==> config.mk <==
export PLATFORM = sky130hd
export DESIGN_NAME = dh_run_ctrl
export DESIGN_NICKNAME = d
export VERILOG_FILES = /design/src/rtl/dh_run_ctrl.sv
export SDC_FILE = /design/constraint.sdc
export NUM_CORES = 2
export LEC_CHECK = 0
export BUFFER_PORTS_ARGS = -buffer_cell sky130_fd_sc_hd__buf_2
export CORE_AREA = 4 4 449 451
export DETAILED_ROUTE_END_ITERATION = 16
export DIE_AREA = 0 0 453 455
export SETUP_SLACK_MARGIN = 0.4
export SLEW_MARGIN = 25
export SYNTH_ARGS = -nofsm -noshare
export SYNTH_HDL_FRONTEND = slang
export SYNTH_SLANG_ARGS = --single-unit
==> constraint.sdc <==
create_clock -name clk -period 2.8 [get_ports clk]
set_input_delay 0 -clock clk [delete_from_list [all_inputs] [get_ports clk]]
set_output_delay 0 -clock clk [all_outputs]
set_load 0.03 [all_outputs]
==> src/rtl/dh_run_ctrl.sv <==
// Bus front end for full_mat: holds the DH table, sequences one flush+run+capture
// pass on command and keeps the captured end-effector matrix for readback.
module dh_run_ctrl #(
  parameter int DATA_W     = 27,
  parameter int N_JOINT    = 6,
  parameter int RUN_CYCLES = 90
) (
  input  logic                                 clk,
  input  logic                                 rst_n,
  input  logic                                 write,
  input  logic                                 read,
  input  logic [5:0]                           address,
  input  logic [31:0]                          writedata,
  output logic [31:0]                          readdata,
  output logic                                 irq,
  output logic                                 fm_rst,
  output logic                                 fm_en,
  output logic [N_JOINT-1:0][3:0][DATA_W-1:0]  dh_param,
  input  logic [3:0][3:0][DATA_W-1:0]          full_matrix
);

  localparam int EXT_W = 32 - DATA_W;

  typedef enum logic [1:0] {IDLE, FLUSH, RUN, CAPTURE} state_t;

  state_t                              state_q, state_d;
  logic [6:0]                          cnt_q, cnt_d;
  logic                                done_q, done_d;
  logic                                fm_rst_q, fm_rst_d;
  logic                                fm_en_q, fm_en_d;
  logic [31:0]                         readdata_q, readdata_d;
  logic [N_JOINT-1:0][3:0][DATA_W-1:0] dh_q, dh_d;
  logic [3:0][3:0][DATA_W-1:0]         res_q, res_d;

  logic        busy;
  logic        is_dh;
  logic        ctrl_wr;
  logic        start;
  logic        clr;
  logic [31:0] rd_val;

  always_comb begin
    state_d    = state_q;
    cnt_d      = cnt_q;
    done_d     = done_q;
    fm_rst_d   = fm_rst_q;
    fm_en_d    = fm_en_q;
    readdata_d = readdata_q;
    dh_d       = dh_q;
    res_d      = res_q;
    rd_val     = 32'd0;

    busy    = (state_q != IDLE);
    is_dh   = (address < 6'd24);
    ctrl_wr = write && (address == 6'd24);
    start   = ctrl_wr && writedata[0];
    clr     = ctrl_wr && writedata[1];

    // The table is frozen while busy so full_mat sees constant parameters all run.
    if (write && is_dh && !busy)
      dh_d[address[4:2]][address[1:0]] = writedata[DATA_W-1:0];

    if (is_dh)
      rd_val = {{EXT_W{dh_q[address[4:2]][address[1:0]][DATA_W-1]}},
                dh_q[address[4:2]][address[1:0]]};
    else if (address == 6'd25)
      rd_val = {30'd0, done_q, busy};
    else if (address[5:4] == 2'b10)
      rd_val = {{EXT_W{res_q[address[3:2]][address[1:0]][DATA_W-1]}},
                res_q[address[3:2]][address[1:0]]};

    if (read)
      readdata_d = rd_val;

    case (state_q)
      IDLE: begin
        fm_rst_d = 1'b0;
        fm_en_d  = 1'b0;
        if (start) begin
          state_d  = FLUSH;
          cnt_d    = 7'd0;
          done_d   = 1'b0;
          fm_rst_d = 1'b1;
        end
      end
      FLUSH: begin
        state_d  = RUN;
        fm_rst_d = 1'b0;
        fm_en_d  = 1'b1;
      end
      RUN: begin
        if (cnt_q == 7'(RUN_CYCLES - 1)) begin
          state_d = CAPTURE;
          fm_en_d = 1'b0;
        end else begin
          cnt_d = cnt_q + 7'd1;
        end
      end
      CAPTURE: begin
        state_d = IDLE;
        res_d   = full_matrix;
        done_d  = 1'b1;
      end
      default: state_d = IDLE;
    endcase

    if (clr && !(start && !busy))
      done_d = 1'b0;
  end

  always_ff @(posedge clk or negedge rst_n) begin
    if (!rst_n) begin
      state_q    <= IDLE;
      cnt_q      <= 7'd0;
      done_q     <= 1'b0;
      fm_rst_q   <= 1'b0;
      fm_en_q    <= 1'b0;
      readdata_q <= 32'd0;
      dh_q       <= '0;
      res_q      <= '0;
    end else begin
      state_q    <= state_d;
      cnt_q      <= cnt_d;
      done_q     <= done_d;
      fm_rst_q   <= fm_rst_d;
      fm_en_q    <= fm_en_d;
      readdata_q <= readdata_d;
      dh_q       <= dh_d;
      res_q      <= res_d;
    end
  end

  assign readdata = readdata_q;
  assign irq      = done_q;
  assign fm_rst   = fm_rst_q;
  assign fm_en    = fm_en_q;
  assign dh_param = dh_q;

endmodule

### Word level (Yosys, flattened, before mapping)

Index checks and enable logic that the tools add are counted.

| operators by class | value |
|---|---|
| add/sub/neg operators | 1 |
| order comparisons | 6 |
| eq/ne operators | 11 |
| multiplexer cells | 29 |
| reduce and logical (&&, ||, !) cells | 21 |

Operators by type and width:

| operator | number |
|---|---|
| 648-bit bitwise mux | 1 |
| 108-bit binary-select mux with 3-bit select | 1 |
| 108-bit demux with 3-bit select | 1 |
| 108-bit two-way mux | 3 |
| 108-bit binary-select mux with 2-bit select | 1 |
| 27-bit binary-select mux with 2-bit select | 2 |
| 32-bit two-way mux | 3 |
| 27-bit two-way mux | 3 |
| 27-bit demux with 2-bit select | 1 |
| 7-bit two-way mux | 2 |
| 7-bit case mux with 2 select lines | 1 |
| 6-bit by 5-bit equality test with 1-bit output, second input constant | 2 |
| 1-bit logical AND | 9 |
| 2-bit case mux with 4 select lines | 1 |
| 7-bit by 1-bit adder with 7-bit output, second input constant | 1 |
| 7-bit equality test, second input constant | 1 |
| 2-bit equality test, second input constant | 3 |
| 2-bit by 3-bit < comparator with 1-bit output, second input constant | 2 |
| 6-bit by 5-bit < comparator with 1-bit output, second input constant | 1 |
| 2-bit inequality test, second input constant | 3 |
| 2-bit AND reduction | 3 |
| 2-bit nonzero test | 3 |
| 3-bit nonzero test | 2 |
| 3-bit by 4-bit < comparator with 1-bit output, second input constant | 1 |
| 11 further kinds | 17 |

| storage, ports and cells | value |
|---|---|
| bits in registers | 1,124 |
| bits of input ports | 474 |
| output and inout port bits | 683 |
| logic and storage cells | 114 |

### Longest topological paths before layout

| logic depth | value |
|---|---|
| word-level depth | 8 |
| depth in mapped cells | 9 |

### Least setup slack after synthesis

Ideal clock, no wire load.

| timing | value |
|---|---|
| path type | register to register |
| start | register state_q[0] |
| end | register dh_q, in the netlist dh_param[465] |
| arrival time | 2.021 ns |
| required time | 2.675 ns |
| path slack | 0.654 ns |
| stages on the path, launching flop included | 9 |
| buffers on the path | 2 |
| period minus slack after synthesis | 2.146 ns |
| path through | dfrtp_1 > inv_1 > ha_1 > and3_1 > buf_4 > nand2_4 > nor3_4 > buf_6 > mux2_2 |

| on the way | value |
|---|---|
| word-level cells in the longest chain between the ends | 3 |

Ends and longest elaborated chain:

| element | line | source |
|---|---|---|
| start: declaration | 26 | `state_t state_q, state_d;` |
| start signal: assignment | 122 | `state_q <= state_d;` |
| 2-bit nonzero test | 53 | `busy = (state_q != IDLE);` |
| 1-bit zero test | 60 | `if (write && is_dh && !busy)` |
| 1-bit logical AND | 60 |  |
| end signal: assignment | 128 | `dh_q <= dh_d;` |
| end: declaration | 32 | `logic [N_JOINT-1:0][3:0][DATA_W-1:0] dh_q, dh_d;` |

No other way between the ends.
A chain may end at the register's enable or synchronous reset.

### Worst setup path in the final report

| timing | value |
|---|---|
| start | input address[0] |
| end | register done_q, in the netlist irq |

| on the way | value |
|---|---|
| word-level cells in the longest chain between the ends | 8 |
| elaborated cells between the ends (all ways) | 11 |
| those cells by class | eq/ne: 2; mux: 1; reduce/logical: 8 |

Ends and longest elaborated chain:

| element | line | source |
|---|---|---|
| start: declaration | 12 | `input logic [5:0] address,` |
| 6-bit by 5-bit equality test with 1-bit output * | 55 | `ctrl_wr = write && (address == 6'd24);` |
| 1-bit logical AND * | 55 |  |
| 1-bit logical AND | 56 | `start = ctrl_wr && writedata[0];` |
| 1-bit logical AND | 107 | `if (clr && !(start && !busy))` |
| 1-bit zero test | 107 |  |
| 1-bit logical AND | 107 |  |
| 3-bit inequality test (no line) or 3-bit nonzero test (tied branches) | - |  |
| 2-bit AND reduction (no line) | - |  |
| end signal: assignment | 124 | `done_q <= done_d;` |
| end: declaration | 28 | `logic done_q, done_d;` |

Every way passes the cells marked *; elsewhere a longest branch is shown, timed or not.

==> qor.csv <==
stage;metric;value;unit
run_status;status;finished, final reports clean;
logic_synthesis;synthesis.nets;3928;
critical_path;critical_path_peak_fanout;18;
clock_tree;numClockSinks;1119;
placement;portBuffers;1151;
critical_path;arrival;3010;ps
drt;wl_per_cell;32.9;µm
logic_synthesis;synth_warnings;0;
drt;dr.first_iter.drc_count;3659;
drt;avgViaCountPerCell;5.12;
die;die_h;455;µm
sta;fin_skew;30.4;ps
final_layout;fin_cells;8381;
sta;slew_headroom;35.4;%
drt;drc_errors;0;
sta;rsz0062_at_grt;false;
logic_synthesis;synth.top_cells.by_count;1138 x mux2_2, 1119 x dfrtp_1, 145 x clkbuf_1, 142 x mux4_2, 137 x mux2i_1;
logic_synthesis;synth.area.top_cells;dfrtp_1 55%, mux2_2 25%, mux4_2 6.2%, mux2i_1 2.7%, clkbuf_1 1.1%;
logic_synthesis;synth_top_cell_by_area;dfrtp_1;
drt;ant_nets;0;
critical_path;worst_setup_path_start_kind;input pin;
logic_synthesis;avgSynthCellArea;14.9;µm²
sta;maxClockFrequency;430;MHz
final_layout;drive_above_1_share;52.4;%
clock_tree;root_buffer;clkbuf_16;
final_layout;fin_nets;6078;
placement;globalplace.congestion;0.899;
clock_tree;htreeDepth;4;
sta;drv_slew;0;
die;die_w;453;µm
drt;vias;42900;
logic_synthesis;syn_area;51300;µm²
power;cellLeakagePower;0.0359;µW
grt;globalRoute.totalOverflow;0;
clock_tree;cts_buffers;134;
sta;worstMarginPinSlew;958;ps
clock_tree;clk_latency;800;ps
critical_path;crit_required;3490;ps
final_layout;seq_area;28000;µm²
grt;first_global_vias;45100;
clock_tree;cts_tree;yes;
final_layout;fin_util;38.3;%
drt;dr.pass1.iters;6;
power;ir_worst_vdd;0.655;mV
logic_synthesis;synth_top_area_share;54.6;%
drt;totalWireLength;276;mm
grt;track_usage;25.9;%
critical_path;criticalPathCategory;in -> reg;
placement;dp.cells;7214;
grt;antenna_found_initial;60;
die;io_pins;1157;
die;core_area;197000;µm²
die;start_util;26.0;%
die;die_area;206000;µm²
logic_synthesis;syn_inst;3448;
final_layout;multi_input_area;21900;µm²
sta;period_needed;2330;ps
final_layout;area_growth;47.2;%
worst_hold_path;hp-class;in -> reg;
run;cap_violations;0;
logic_synthesis;yosysMostFrequentCell;mux2_2;
placement;hpwl;198;mm
grt;grt_pass1_wl;373;mm
final_layout;fill_cells;18400;
logic_synthesis;synth_seq_cells;1119;
clock_tree;clk_pin_slew;60;ps
grt;grt_max_degree;95;
sta;finalHoldViolations;0;
logic_synthesis;synth-edff-count;0;
logic_synthesis;synth_cell_types;71;
die;row_count;163;
logic_synthesis;synth_seq_area_share;54.6;%
power;pwr_density_cell;800;nW/µm²
clock_tree;cts_buffer_depth;3;
logic_synthesis;synthArstFlopShare;100;%
logic_synthesis;synth_flop_cell;dfrtp_1;
sta;final-setup-viol-count;0;
critical_path;crit_path_end_kind;register;
sta;period_share;83.1;%
## stage by stage
step                      setup slack [ps]  total power, µW  TNS, ps  hold WS, ps  area (µm²)
after floorplan                        654            33700        0         -296       51300
after global placement                -684            40500    -1130         94.8       61900
after detailed placement              -141            41000     -274         87.9       61900
after CTS                              396            60200        0         2.07       75400
after global routing                   402            62600        0         22.6       75500
final                                  474            60400        0         76.4       75500
## state kept, by name, indices dropped and copies added, names as in the netlist
| signal | count |
|---|---|
| dh_param | 648 |
| res_q | 432 |
| readdata | 27 |
| cnt_q | 7 |
| state_q | 2 |
| fm_en | 1 |
| fm_rst | 1 |
| irq | 1 |
## what timing repair did
action                                   CTS  global route
cloned                                     2             0
resized for setup                         13             2
endpoints found under the setup margin   158            25
buffers inserted                           6             1
endpoints found under the hold margin   1755             0
hold buffers                             879             0
pin swaps                                  2             1
## cells in the final DEF (no fill, tap or decap), types with 51 or more instances in the layout
cell type,n
dfrtp_1,1118
buf_12,75
buf_4,199
mux2_2,1138
a22oi_1,56
buf_2,1145
mux4_2,142
clkbuf_16,139
mux2i_1,137
a21oi_1,51
dlygate4sd3_1,878
o21ai_0,64
## critical path, stage by stage
cell and delay [ps]:
dlygate4sd3_1 530, buf_4 220, buf_4 200, nor2_4 110, buf_4 420, and3_1 250, dlygate4sd3_1 560, a31oi_1 70
dlygate4sd3_1 580
## final cells by class
class	instances	share of cell area (%)
Timing Repair Buffer	2308	23.4
Sequential cell	1119	37.1
Inverter	12	0.0663
Tap cell	2640	4.37
Multi-Input combinational cell	2023	28.9
Antenna cell	48	0.159
Clock buffer	195	5.24
Clock inverter	36	0.679
## worst paths after layout
check | start | end | slack (ps) | depth (start not counted)
min | full_matrix[62] | res_q[62]$_DFFE_PN0P_ | 80 | 3
min reg2reg | readdata[2]$_DFFE_PN0P_ | readdata[2]$_DFFE_PN0P_ | 490 | 1
max in group asynchronous | rst_n | dh_param[589]$_DFFE_PN0P_ | 1970 | 4
max | address[0] | irq$_DFFE_PN0P_ | 470 | 9
max reg2reg | state_q[0]$_DFFE_PN0P_ | dh_param[470]$_DFFE_PN0P_ | 480 | 8
min in group asynchronous | rst_n | readdata[24]$_DFFE_PN0P_ | 140 | 3
## layer usage
layer	global-route usage, %	part of all wire, %	up-vias
met4	14.7	6.6	12
met3	5.87	7.1	658
met5	0	0.030	-
li1	-	-	17300
met1	30.4	38	22600
met2	43.8	49	2312
## cell families after synthesis
logic type,Yosys count,share of synthesized area [%]
adders and majority gates,6,0.146
and+or+nand+nor,206,2.45
xor gates and xnor gates,5,0.0854
DFF,1119,54.6
muxes,1447,34.5
AOI/OAI and AO/OA,359,5.03
buffers and inverters,306,3.16
## where the power goes
group / internal (µW) / switching [µW]
clock: 10700 / 7460
combinational: 8700 / 9260
sequential: 20700 / 3630
(Power assumes the default switching activity.)
